File: src/rtl/nano_pkg.sv
// Shared types and default bus widths for the nano core, its RAM and the RAM arbiter.
package nano_pkg;

  localparam int ADDR_W = 12;
  localparam int DATA_W = 16;

  typedef enum logic [1:0] {RUN, HALTING, HALTED} halt_state_t;
  typedef enum logic {REQ_CPU, REQ_DBG} req_id_t;

endpackage

File: src/rtl/nano_rr_arb2.sv
// Two-way round-robin grant, purely combinational (0 cycles); gnt_o[0]=CPU, gnt_o[1]=DBG.
// On a tie the port that did not win last time gets the grant; losers simply wait.
module nano_rr_arb2
  import nano_pkg::*;
(
  input  logic       cpu_elig_i,
  input  logic       dbg_elig_i,
  input  req_id_t    last_i,
  output logic [1:0] gnt_o
);

  always_comb begin
    gnt_o = 2'b00;
    if (cpu_elig_i && dbg_elig_i) begin
      if (last_i == REQ_DBG) begin
        gnt_o = 2'b01;
      end else begin
        gnt_o = 2'b10;
      end
    end else if (cpu_elig_i) begin
      gnt_o = 2'b01;
    end else if (dbg_elig_i) begin
      gnt_o = 2'b10;
    end
  end

endmodule

File: src/rtl/nano_mem_arbiter.sv
// Shares the single-port RAM between CPU and debug: combinational ack, read data one cycle later.
// A port not acked just holds its request; dbg_halt locks the CPU out entirely.
module nano_mem_arbiter #(
  parameter int ADDR_W = nano_pkg::ADDR_W,
  parameter int DATA_W = nano_pkg::DATA_W,
  parameter int CNT_W  = 16
) (
  input  logic              clock,
  input  logic              reset_n,

  input  logic              cpu_req,
  input  logic              cpu_we,
  input  logic [ADDR_W-1:0] cpu_addr,
  input  logic [DATA_W-1:0] cpu_wdata,
  output logic              cpu_ack,
  output logic              cpu_rvalid,
  output logic [DATA_W-1:0] cpu_rdata,

  input  logic              dbg_req,
  input  logic              dbg_we,
  input  logic [ADDR_W-1:0] dbg_addr,
  input  logic [DATA_W-1:0] dbg_wdata,
  output logic              dbg_ack,
  output logic              dbg_rvalid,
  output logic [DATA_W-1:0] dbg_rdata,

  input  logic              dbg_halt,
  output logic              halted,

  input  logic              stat_clr,
  output logic [CNT_W-1:0]  cpu_stall_cnt,

  output logic              mem_en,
  output logic              mem_we,
  output logic [ADDR_W-1:0] mem_addr,
  output logic [DATA_W-1:0] mem_wdata,
  input  logic [DATA_W-1:0] mem_rdata
);

  import nano_pkg::*;

  halt_state_t      state_q, state_d;
  req_id_t          last_q, last_d;
  logic             cpu_pend_q, cpu_pend_d;
  logic             dbg_pend_q, dbg_pend_d;
  logic [CNT_W-1:0] stall_cnt_q, stall_cnt_d;

  logic             cpu_elig;
  logic             dbg_elig;
  logic [1:0]       gnt;
  logic             gnt_cpu;
  logic             gnt_dbg;

  // Eligibility is gated by reset so no ack or RAM strobe leaks out while reset is held.
  assign cpu_elig = reset_n && cpu_req && (state_q == RUN);
  assign dbg_elig = reset_n && dbg_req;

  nano_rr_arb2 u_rr_arb2 (
    .cpu_elig_i (cpu_elig),
    .dbg_elig_i (dbg_elig),
    .last_i     (last_q),
    .gnt_o      (gnt)
  );

  assign gnt_cpu = gnt[0];
  assign gnt_dbg = gnt[1];
  assign cpu_ack = gnt_cpu;
  assign dbg_ack = gnt_dbg;

  always_comb begin
    mem_en    = gnt_cpu | gnt_dbg;
    mem_we    = 1'b0;
    mem_addr  = '0;
    mem_wdata = '0;
    if (gnt_cpu) begin
      mem_we    = cpu_we;
      mem_addr  = cpu_addr;
      mem_wdata = cpu_wdata;
    end else if (gnt_dbg) begin
      mem_we    = dbg_we;
      mem_addr  = dbg_addr;
      mem_wdata = dbg_wdata;
    end
  end

  always_comb begin
    last_d = last_q;
    if (gnt_cpu) begin
      last_d = REQ_CPU;
    end else if (gnt_dbg) begin
      last_d = REQ_DBG;
    end
  end

  // The RAM returns read data one cycle after the strobe; tag it with the requesting port.
  assign cpu_pend_d = gnt_cpu & ~cpu_we;
  assign dbg_pend_d = gnt_dbg & ~dbg_we;

  assign cpu_rvalid = cpu_pend_q;
  assign cpu_rdata  = mem_rdata;
  assign dbg_rvalid = dbg_pend_q;
  assign dbg_rdata  = mem_rdata;

  // No CPU grants happen outside RUN, so a read caught in HALTING returns during that cycle.
  always_comb begin
    state_d = state_q;
    halted  = 1'b0;
    case (state_q)
      RUN: begin
        if (dbg_halt) begin
          state_d = HALTING;
        end
      end
      HALTING: begin
        if (!dbg_halt) begin
          state_d = RUN;
        end else if (!cpu_pend_d) begin
          state_d = HALTED;
        end
      end
      HALTED: begin
        halted = 1'b1;
        if (!dbg_halt) begin
          state_d = RUN;
        end
      end
      default: begin
        state_d = RUN;
      end
    endcase
  end

  always_comb begin
    stall_cnt_d = stall_cnt_q;
    if (stat_clr) begin
      stall_cnt_d = '0;
    end else if (cpu_req && !gnt_cpu && (stall_cnt_q != {CNT_W{1'b1}})) begin
      stall_cnt_d = stall_cnt_q + CNT_W'(1);
    end
  end

  assign cpu_stall_cnt = stall_cnt_q;

  always_ff @(posedge clock or negedge reset_n) begin
    if (!reset_n) begin
      state_q     <= RUN;
      last_q      <= REQ_DBG;
      cpu_pend_q  <= 1'b0;
      dbg_pend_q  <= 1'b0;
      stall_cnt_q <= '0;
    end else begin
      state_q     <= state_d;
      last_q      <= last_d;
      cpu_pend_q  <= cpu_pend_d;
      dbg_pend_q  <= dbg_pend_d;
      stall_cnt_q <= stall_cnt_d;
    end
  end

endmodule

File: config.mk
export PLATFORM = sky130hd
export DESIGN_NAME = nano_mem_arbiter
export DESIGN_NICKNAME = d
export VERILOG_FILES = /design/src/rtl/nano_pkg.sv /design/src/rtl/nano_rr_arb2.sv /design/src/rtl/nano_mem_arbiter.sv
export SDC_FILE = /design/constraint.sdc
export NUM_CORES = 1
export LEC_CHECK = 0
export CORE_UTILIZATION = 34
export CTS_BUF_LIST = sky130_fd_sc_hd__clkbuf_8
export CTS_CLUSTER_DIAMETER = 40
export CTS_CLUSTER_SIZE = 28
export DETAILED_ROUTE_END_ITERATION = 12
export GPL_TIMING_DRIVEN = 0
export PLACE_DENSITY = 0.89
export SETUP_SLACK_MARGIN = 0.15
export SYNTH_ARGS = -nofsm -noshare
export SYNTH_HDL_FRONTEND = slang
export SYNTH_SLANG_ARGS = --single-unit
File: constraint.sdc
create_clock -name clock -period 4.8 [get_ports clock]
set_input_delay 0.96 -clock clock [delete_from_list [all_inputs] [get_ports clock]]
set_output_delay 0.96 -clock clock [all_outputs]
set_load 0.02 [all_outputs]
Word level (Yosys, flattened, before mapping):

Cells that the tools add are included.

* ROM bits: 0
* memory bits (writable): 0
* bits in latches: 0
* output and inout bits: 83
* register bits after elaboration: 21
* memories kept: 0

* muxes and demuxes: 20
* add/subtract/negate cells: 1
* bitwise operators: 5
* multiply operators: 0
* divide/modulo/power cells: 0
* magnitude comparators: 0
* reductions and logical operators: 11
* shift-type cells: 0
* eq/ne operators: 6

Operators with widths (count)
* two-way mux 16 bit: 4
* two-way mux 12 bit: 2
* adder 16 x 1 -> 16 bit, second input constant: 1
* two-way mux 2 bit: 8
* != test 16 bit, second input constant: 1
* logical AND 1 bit: 6
* one-hot mux 2 bit (3 select lines): 1
* two-way mux 1 bit: 5
* != test 2 bit, second input constant: 2
* nonzero test 2 bit: 2
* != test 3 bit, second input constant: 1
* AND reduction 3 bit: 1
* bitwise AND 1 bit: 2
* == test 2 x 1 -> 1 bit, second input constant: 1
* == test 2 bit, second input constant: 1
* logical NOT 2 bit: 1
* NOT 1 bit: 2
* logical NOT 1 bit: 1
* bitwise OR 1 bit: 1

Depth between registers and ports, before layout:

Gate-level depths: netlist of the first run.

* word-level depth: 9
* mapped depth: 6

Cells and area by module:

From an unflattened synthesis of the first run, not the netlist that was laid out.

* cell total of the unflattened synthesis: 185
* area, all modules: 1636.6 um2

By module, submodules not included
* nano_mem_arbiter: seq. area each 526.8 um2, instances 1, cells each 182, area each 1617.8 um2
* nano_rr_arb2: seq. area each 0.0 um2, instances 1, cells each 3, area each 18.8 um2

Worst setup path before layout of the first run:

Ideal clock, no wire load.

* path kind: in2out
* start point: input dbg_req
* end point: output mem_wdata[10]
* data required time: 3.840 ns
* stages: 4
* arrival time: 1.986 ns
* setup slack: 1.854 ns
* buffers on the path: 1
* cell sequence: nor2b_1 -> nor2_1 -> clkbuf_1 -> a22o_1

* elaborated cells between the ends (all ways): 7

RTL lines
* from (decl): RTL line nano_mem_arbiter.sv:19 `input logic dbg_req,`
* logical AND 1 bit: RTL line nano_mem_arbiter.sv:56 `assign dbg_elig = reset_n && dbg_req;`
* logical AND 1 bit: RTL line nano_rr_arb2.sv:14 `if (cpu_elig_i && dbg_elig_i) begin`
* two-way mux 2 bit: RTL line nano_rr_arb2.sv:14
* named net cpu_ack: RTL line nano_mem_arbiter.sv:15 `output logic cpu_ack,`
* two-way mux 16 bit: RTL line nano_mem_arbiter.sv:75 `if (gnt_cpu) begin`
* to (decl): RTL line nano_mem_arbiter.sv:36 `output logic [DATA_W-1:0] mem_wdata,`

The timed path passes the listed nets, and every way through them passes these cells.

Worst setup path after layout of the first run:

* start point: input reset_n
* end point: output mem_wdata[8]

* word-level cells in the longest chain between the ends: 6
* elaborated cells between the ends (all ways): 9

RTL lines
* from (decl): RTL line nano_mem_arbiter.sv:9 `input logic reset_n,`
* logical AND 1 bit, on equally long branches: RTL line nano_mem_arbiter.sv:56, nano_mem_arbiter.sv:55
* two-way mux 2 bit / logical AND 1 bit (equally long branches): RTL line nano_rr_arb2.sv:22, nano_mem_arbiter.sv:55
* two-way mux 2 bit / logical AND 1 bit (equally long branches): RTL line nano_rr_arb2.sv:20, nano_rr_arb2.sv:14
* two-way mux 2 bit (*): RTL line nano_rr_arb2.sv:14
* two-way mux 16 bit: RTL line nano_mem_arbiter.sv:79 `end else if (gnt_dbg) begin`
* two-way mux 16 bit (*): RTL line nano_mem_arbiter.sv:75

Mark *: on every way between the ends. The rest lies on a longest branch, timed or not.

==> results of run 1 <==
==> routing by layer <==
layer	up-vias	wire (um)	share of wire (%)	GRT usage (%)
met2	96	3470	54	40.9
met5	-	0	0	0
met1	992	2310	36	24.8
li1	1008	-	-	-
met3	10	495	7.7	7.54
met4	0	133	2.1	5.45
==> cells in the mapped netlist, types with 4 or more instances <==
master / n
mux2_2: 4
nor4_1: 5
o41ai_1: 4
a22o_1: 29
clkbuf_1: 9
nor2_1: 10
nand2_1: 10
nand3_1: 6
a21oi_1: 8
nor3_1: 4
dfrtp_1: 20
nor2b_1: 8
inv_1: 4
buf_4: 32
or4_1: 5
==> report_power, final <==
part | internal, uW | leakage, uW | switching (uW)
sequential | 187 | 0.000286 | 8.55
combinational | 160 | 0.00100 | 130
clock | 56.9 | 0.0000269 | 55.7
total | 404 | 0.00132 | 194
==> worst max-delay path by stage <==
stage	cells past startpoint	slack [ns]	end	start
2_1_floorplan	4	1.85	mem_wdata[10]	dbg_req
3_3_place_gp	6	-0.21	mem_wdata[10]	reset_n
3_5_place_dp	6	-0.23	mem_wdata[8]	reset_n
4_1_cts	6	0.47	mem_wdata[8]	reset_n
5_1_grt	6	0.21	mem_wdata[8]	reset_n
6_report	6	0.47	mem_wdata[8]	reset_n
==> worst max-delay path, cell delays in order <==
cell	delay (ns)
clkdlybuf4s15_2	0.59
nand2_1	0.17
a31oi_1	0.33
clkbuf_1	0.41
a22o_1	0.26
clkdlybuf4s50_1	0.63
==> flip-flops by register name, summed over array words and instances, names as in the netlist <==
signal         count
cpu_stall_cnt     16
dbg_rvalid         1
state_q            2
cpu_rvalid         1
last_q             1
==> logic make-up after synthesis <==
group | share of synthesized area, %
and+or+nand+nor | 22.2
DFF | 30.5
adders and majority gates | 0.725
muxes | 3.19
AOI/OAI and AO/OA | 26.4
buffers and inverters | 17.0
==> through the flow <==
step | utilization (%) | TNS [ns]
final | 68.9 | 0
after global routing | 68.9 | 0
after CTS | 68.9 | 0
after detailed placement | 67.9 | -4.73
after global placement | 67.9 | -4.01
after floorplan | - | 0
==> cell type report <==
type | count | area, um2 | area share, %
repair buffers | 146 | 1460 | 44.1
plain buffers | 42 | 279 | 8.41
well taps | 67 | 83.8 | 2.53
clock inverters | 1 | 3.75 | 0.113
flip-flops and latches | 21 | 527 | 15.9
clock buffers | 3 | 41.3 | 1.24
multi-input cells | 127 | 906 | 27.3
inverters | 4 | 15.0 | 0.452
==> layout by cell type, fill, tap and decap left out, types with 4 or more instances in the layout <==
cell	synthesis	layout
clkdlybuf4s50_1	0	145
buf_4	32	32
a22o_1	29	29
dfrtp_1	20	20
nor2_1	10	10
nand2_1	10	10
clkbuf_1	9	9
nor2b_1	8	8
a21oi_1	8	8
nand3_1	6	6
inv_1	4	5
or4_1	5	5
nor4_1	5	5
nor3_1	4	4
o41ai_1	4	4
mux2_2	4	4
==> repair_timing <==
item                                    4_1_cts  5_1_grt
resized for setup                             3        0
buffers inserted                              0        0
hold buffers                                  0        0
endpoints found under the setup margin       31        0
==> flow_metrics.tcl, run 1 <==
set metrics [dict create \
    status "finished, final reports clean" \
    synth_area_leaders "dfrtp_1, a22o_1, buf_4, nor2b_1, mux2_2" \
    instances_no_fill 411 \
    fin_ws_ns 0.475 \
    yosysWarnings 0 \
    worstMarginPinSlew_ns 0.644 \
    grt_max_degree 29 \
    drv_cap 0 \
    core_area_um2 4820 \
    nFillCells 418 \
    hpwlAfterDp_um 5390 \
    start_util_pct 35.8 \
    fin_skew_ns 0.00462 \
    period_needed_ns 4.33 \
    wirelength_um 6400 \
    worstHoldStart "last_q$_DFFE_PN1P_" \
    drc_errors 0 \
    power_density_nw_per_um2 180 \
    dieHeight_um 73.3 \
    diodes 0 \
    clk_path_buf_depth 2 \
    pre_cts_slack_ns -0.235 \
    finalSetupViolCount 0 \
    dieArea_um2 5370 \
    yosysTopAreaCell "dfrtp_1" \
    async_flop_share_pct 100 \
    portBuffers 146 \
    cts_buffers 3 \
    drive_gt1_share_pct 14.5 \
    hold_viol_final 0 \
    cp.arrival_ns 3.37 \
    yosysTopAreaCellShare_pct 29.0 \
    holdCritPathClass "reg2reg" \
    path_max_fanout 28 \
    rr_endpoint "cpu_stall_cnt[8]$_DFFE_PN0P_" \
    yosysSeqAreaShare_pct 30.5 \
    row_count 25 \
    postSynthRegisterBits 21 \
    via_per_inst 5.12 \
    syn_inst 194 \
    holdPathStages 2 \
    num_io_pins 163 \
    rrSetupSlack_ns 2.76 \
    antenna_found_initial 0 \
    cp_data_required_time_ns 3.84 \
    grt_overflow_total 0 \
    ys.flop_type "dfrtp_1" \
    mappedNetlistArea_um2 1730 \
    vias 2106 \
    cellLeakagePower_uw 0.00132 \
    antenna_left 0 \
    first_global_vias 1915 \
    cts_tree "yes" \
    post_synth_num_cell_types 38 \
    p_total_uw 598 \
    track_usage_pct 22.4 \
    gp_congestion 0.859 \
    critPathKind "in2out" \
    avgSynthCellArea_um2 8.90 \
    crit_path_end_kind "output port" \
    cts_sinks 21 \
    reg2reg_depth 6 \
    slew_headroom_pct 57.1 \
    die-width_um 73.3 \
    firstDrtPassIters 4 \
    wl_per_cell_um 15.6 \
    clk_latency_ns 0.26 \
    dpl_cell_area_um2 3270 \
    grt_first_pass_wirelength_um 9060 \
    syn_nets 275 \
    nNetsFinal 426 \
    whs_ns 0.512 \
    crit_path_start_kind "input port" \
    synth_edf_count 0 \
    fmax_mhz 231 \
    fin_area_um2 3320 \
    worstReg2RegStart "cpu_stall_cnt[0]$_DFFE_PN0P_" \
    fin_crit_sh_pct 90.1 \
    dp.cells 407 \
    rsz0062_at_grt "false" \
    clkTransAtPathRegs_ns 0.07 \
    drt-initial-drc-count 132 \
    max-vdd-ir-drop_mv 0.102 \
    root_buffer "clkbuf_8" \
    worstHoldEndpoint "last_q$_DFFE_PN1P_" \
    maxSlewViolCount 0 \
    h-tree-depth 1 \
    syn2layout_area_growth_pct 92.2 \
]
Power figures use the tool's default switching activity.
==> run 2: changes to the inputs <==
--- a/config.mk
+++ b/config.mk
@@ -5,13 +5,15 @@
 export SDC_FILE = /design/constraint.sdc
 export NUM_CORES = 1
 export LEC_CHECK = 0
-export CORE_UTILIZATION = 34
+export CELL_PAD_IN_SITES_DETAIL_PLACEMENT = 1
+export CELL_PAD_IN_SITES_GLOBAL_PLACEMENT = 1
+export CORE_UTILIZATION = 22
 export CTS_BUF_LIST = sky130_fd_sc_hd__clkbuf_8
 export CTS_CLUSTER_DIAMETER = 40
 export CTS_CLUSTER_SIZE = 28
 export DETAILED_ROUTE_END_ITERATION = 12
 export GPL_TIMING_DRIVEN = 0
-export PLACE_DENSITY = 0.89
+export PLACE_DENSITY_LB_ADDON = 0.1
 export SETUP_SLACK_MARGIN = 0.15
 export SYNTH_ARGS = -nofsm -noshare
 export SYNTH_HDL_FRONTEND = slang
==> flow_metrics.tcl, run 2 (synthesis results as in run 1) <==
set metrics [dict create \
    diodes 0 \
    portBuffers 146 \
    fin_setup_tns_ns 0 \
    firstDrtPassIters 4 \
    syn2layout_area_growth_pct 94.5 \
    cts_sinks 21 \
    hold_viol_final 0 \
    num_io_pins 163 \
    largest_reg_flops 16 \
    rsz0062_at_grt "false" \
    path_max_fanout 28 \
    cp.depth 6 \
    row_count 31 \
    clk_latency_ns 0.27 \
    root_buffer "clkbuf_8" \
    cts_tree "yes" \
    dieHeight_um 90.6 \
    maxSlewViolCount 0 \
    dpl_cell_area_um2 3310 \
    antenna_found_initial 0 \
    antenna_left 0 \
    first_global_vias 2385 \
    cp_slowest_stage_delay_ns 0.67 \
    hpwlAfterDp_um 6000 \
    hold_buffers 0 \
    final_common_cell "clkdlybuf4s50_1" \
    holdPathStages 2 \
    rrSetupSlack_ns 2.72 \
    cp_slowest_cell "clkdlybuf4s50_1" \
    instances_no_fill 443 \
    dp.cells 439 \
    reg2reg_depth 4 \
    period_needed_ns 4.34 \
    layout_common_cells "clkdlybuf4s50_1, buf_4, a22o_1" \
    clkTransAtPathRegs_ns 0.07 \
    fin_crit_sh_pct 90.4 \
    grt_overflow_total 0 \
    cellLeakagePower_uw 0.00132 \
    fin_ws_ns 0.460 \
    track_usage_pct 17.7 \
    grt_first_pass_wirelength_um 11600 \
    worstReg2RegStart "cpu_stall_cnt[11]$_DFFE_PN0P_" \
    drive_gt1_share_pct 14.5 \
    worstPathCellList "clkdlybuf4s15_2 > nand2_1 > a31oi_1 > clkbuf_1 > a22o_1 > clkdlybuf4s50_1" \
    slew_headroom_pct 54.5 \
    fmax_mhz 230 \
    core_area_um2 7410 \
    crit_buf_inv 3 \
    grt_max_degree 29 \
    finalSetupViolCount 0 \
    wirelength_um 7080 \
    worstMarginPinSlew_ns 0.682 \
    cp.arrival_ns 3.38 \
    crit_start "reset_n" \
    vias 2139 \
    wl_per_cell_um 16.0 \
    h-tree-depth 1 \
    drv_cap 0 \
    clk_path_buf_depth 2 \
    critPathKind "in2out" \
    cp_data_required_time_ns 3.84 \
    dieArea_um2 8210 \
    gp_congestion 0.751 \
    status "finished, final reports clean" \
    p_total_uw 606 \
    fin_area_um2 3360 \
    rr_endpoint "cpu_stall_cnt[0]$_DFFE_PN0P_" \
    cts_buffers 3 \
    die-width_um 90.6 \
    start_util_pct 23.3 \
    max-vdd-ir-drop_mv 0.0716 \
    drc_errors 0 \
    fin_skew_ns 0.00702 \
    crit_path_end_kind "output port" \
    critPathCapture "mem_addr[6]" \
    via_per_inst 4.83 \
    nNetsFinal 426 \
    holdCritPathClass "reg2reg" \
    power_density_nw_per_um2 180 \
    crit_path_start_kind "input port" \
    drt-initial-drc-count 39 \
    pre_cts_slack_ns -0.374 \
    path_delay_family "buffers and inverters" \
]
[run 2: cell counts in the layout (fill, tap and decap cells not counted)]
Identical to the previous run, type by type.
[run 2: worst min-delay path by stage]
stage | startpoint | end | slack (ns)
after floorplan | last_q$_DFFE_PN1P_ | last_q$_DFFE_PN1P_ | 0.48
after global placement | last_q$_DFFE_PN1P_ | last_q$_DFFE_PN1P_ | 0.49
after detailed placement | last_q$_DFFE_PN1P_ | last_q$_DFFE_PN1P_ | 0.51
after CTS | last_q$_DFFE_PN1P_ | last_q$_DFFE_PN1P_ | 0.52
after global routing | last_q$_DFFE_PN1P_ | last_q$_DFFE_PN1P_ | 0.57
final | last_q$_DFFE_PN1P_ | last_q$_DFFE_PN1P_ | 0.52
[run 2: worst reg2reg max path, cell delays in order (launching register included)]
cell	delay (ns)
dfrtp_1	0.47
nand4_1	0.32
nor4_2	0.69
nor2_1	0.17
mux2_2	0.31
[run 2: repair_timing]
item | in CTS | in global routing
gates resized for setup | 3 | 0
setup endpoints to repair | 31 | 0
buffers inserted | 0 | 0
[run 2: per-stage QoR]
| step | utilization (%) | hold slack [ns] |
|---|---|---|
| final | 45.3 | 0.517 |
| after global routing | 45.3 | 0.565 |
| after CTS | 45.3 | 0.520 |
| after detailed placement | 44.7 | 0.509 |
| after global placement | 44.7 | 0.494 |
| after floorplan | - | 0.475 |
[run 2: layout make-up]
| cell class | instances | area, um2 |
|---|---|---|
| multi-input combinational | 127 | 906 |
| buffer | 42 | 279 |
| timing repair buffer | 146 | 1460 |
| tap | 99 | 124 |
| sequential | 21 | 527 |
| inverter | 4 | 15.0 |
| clock inverter | 1 | 3.75 |
| fill | 861 | 4050 |
| clock buffer | 3 | 41.3 |
[run 2: per-layer routing]
layer	vias to the layer above	global-route usage, %	routed length, um
met5	-	0	0
met4	0	4.03	87
met3	8	7.49	702
met2	99	33.3	3720
met1	1026	17.8	2570
li1	1006	-	-
[run 2: power by group]
part / internal [uW] / switching (uW)
sequential: 187 / 8.71
clock: 57.2 / 61.6
combinational: 160 / 131
total: 404 / 201
==> run 3: changes to the inputs <==
--- a/config.mk
+++ b/config.mk
@@ -14,7 +14,7 @@
 export DETAILED_ROUTE_END_ITERATION = 12
 export GPL_TIMING_DRIVEN = 0
 export PLACE_DENSITY_LB_ADDON = 0.1
-export SETUP_SLACK_MARGIN = 0.15
+export SETUP_SLACK_MARGIN = 0.02
 export SYNTH_ARGS = -nofsm -noshare
 export SYNTH_HDL_FRONTEND = slang
 export SYNTH_SLANG_ARGS = --single-unit
==> results of run 3 <==
The final DEF is identical to that of run 2; final timing and power are the same.
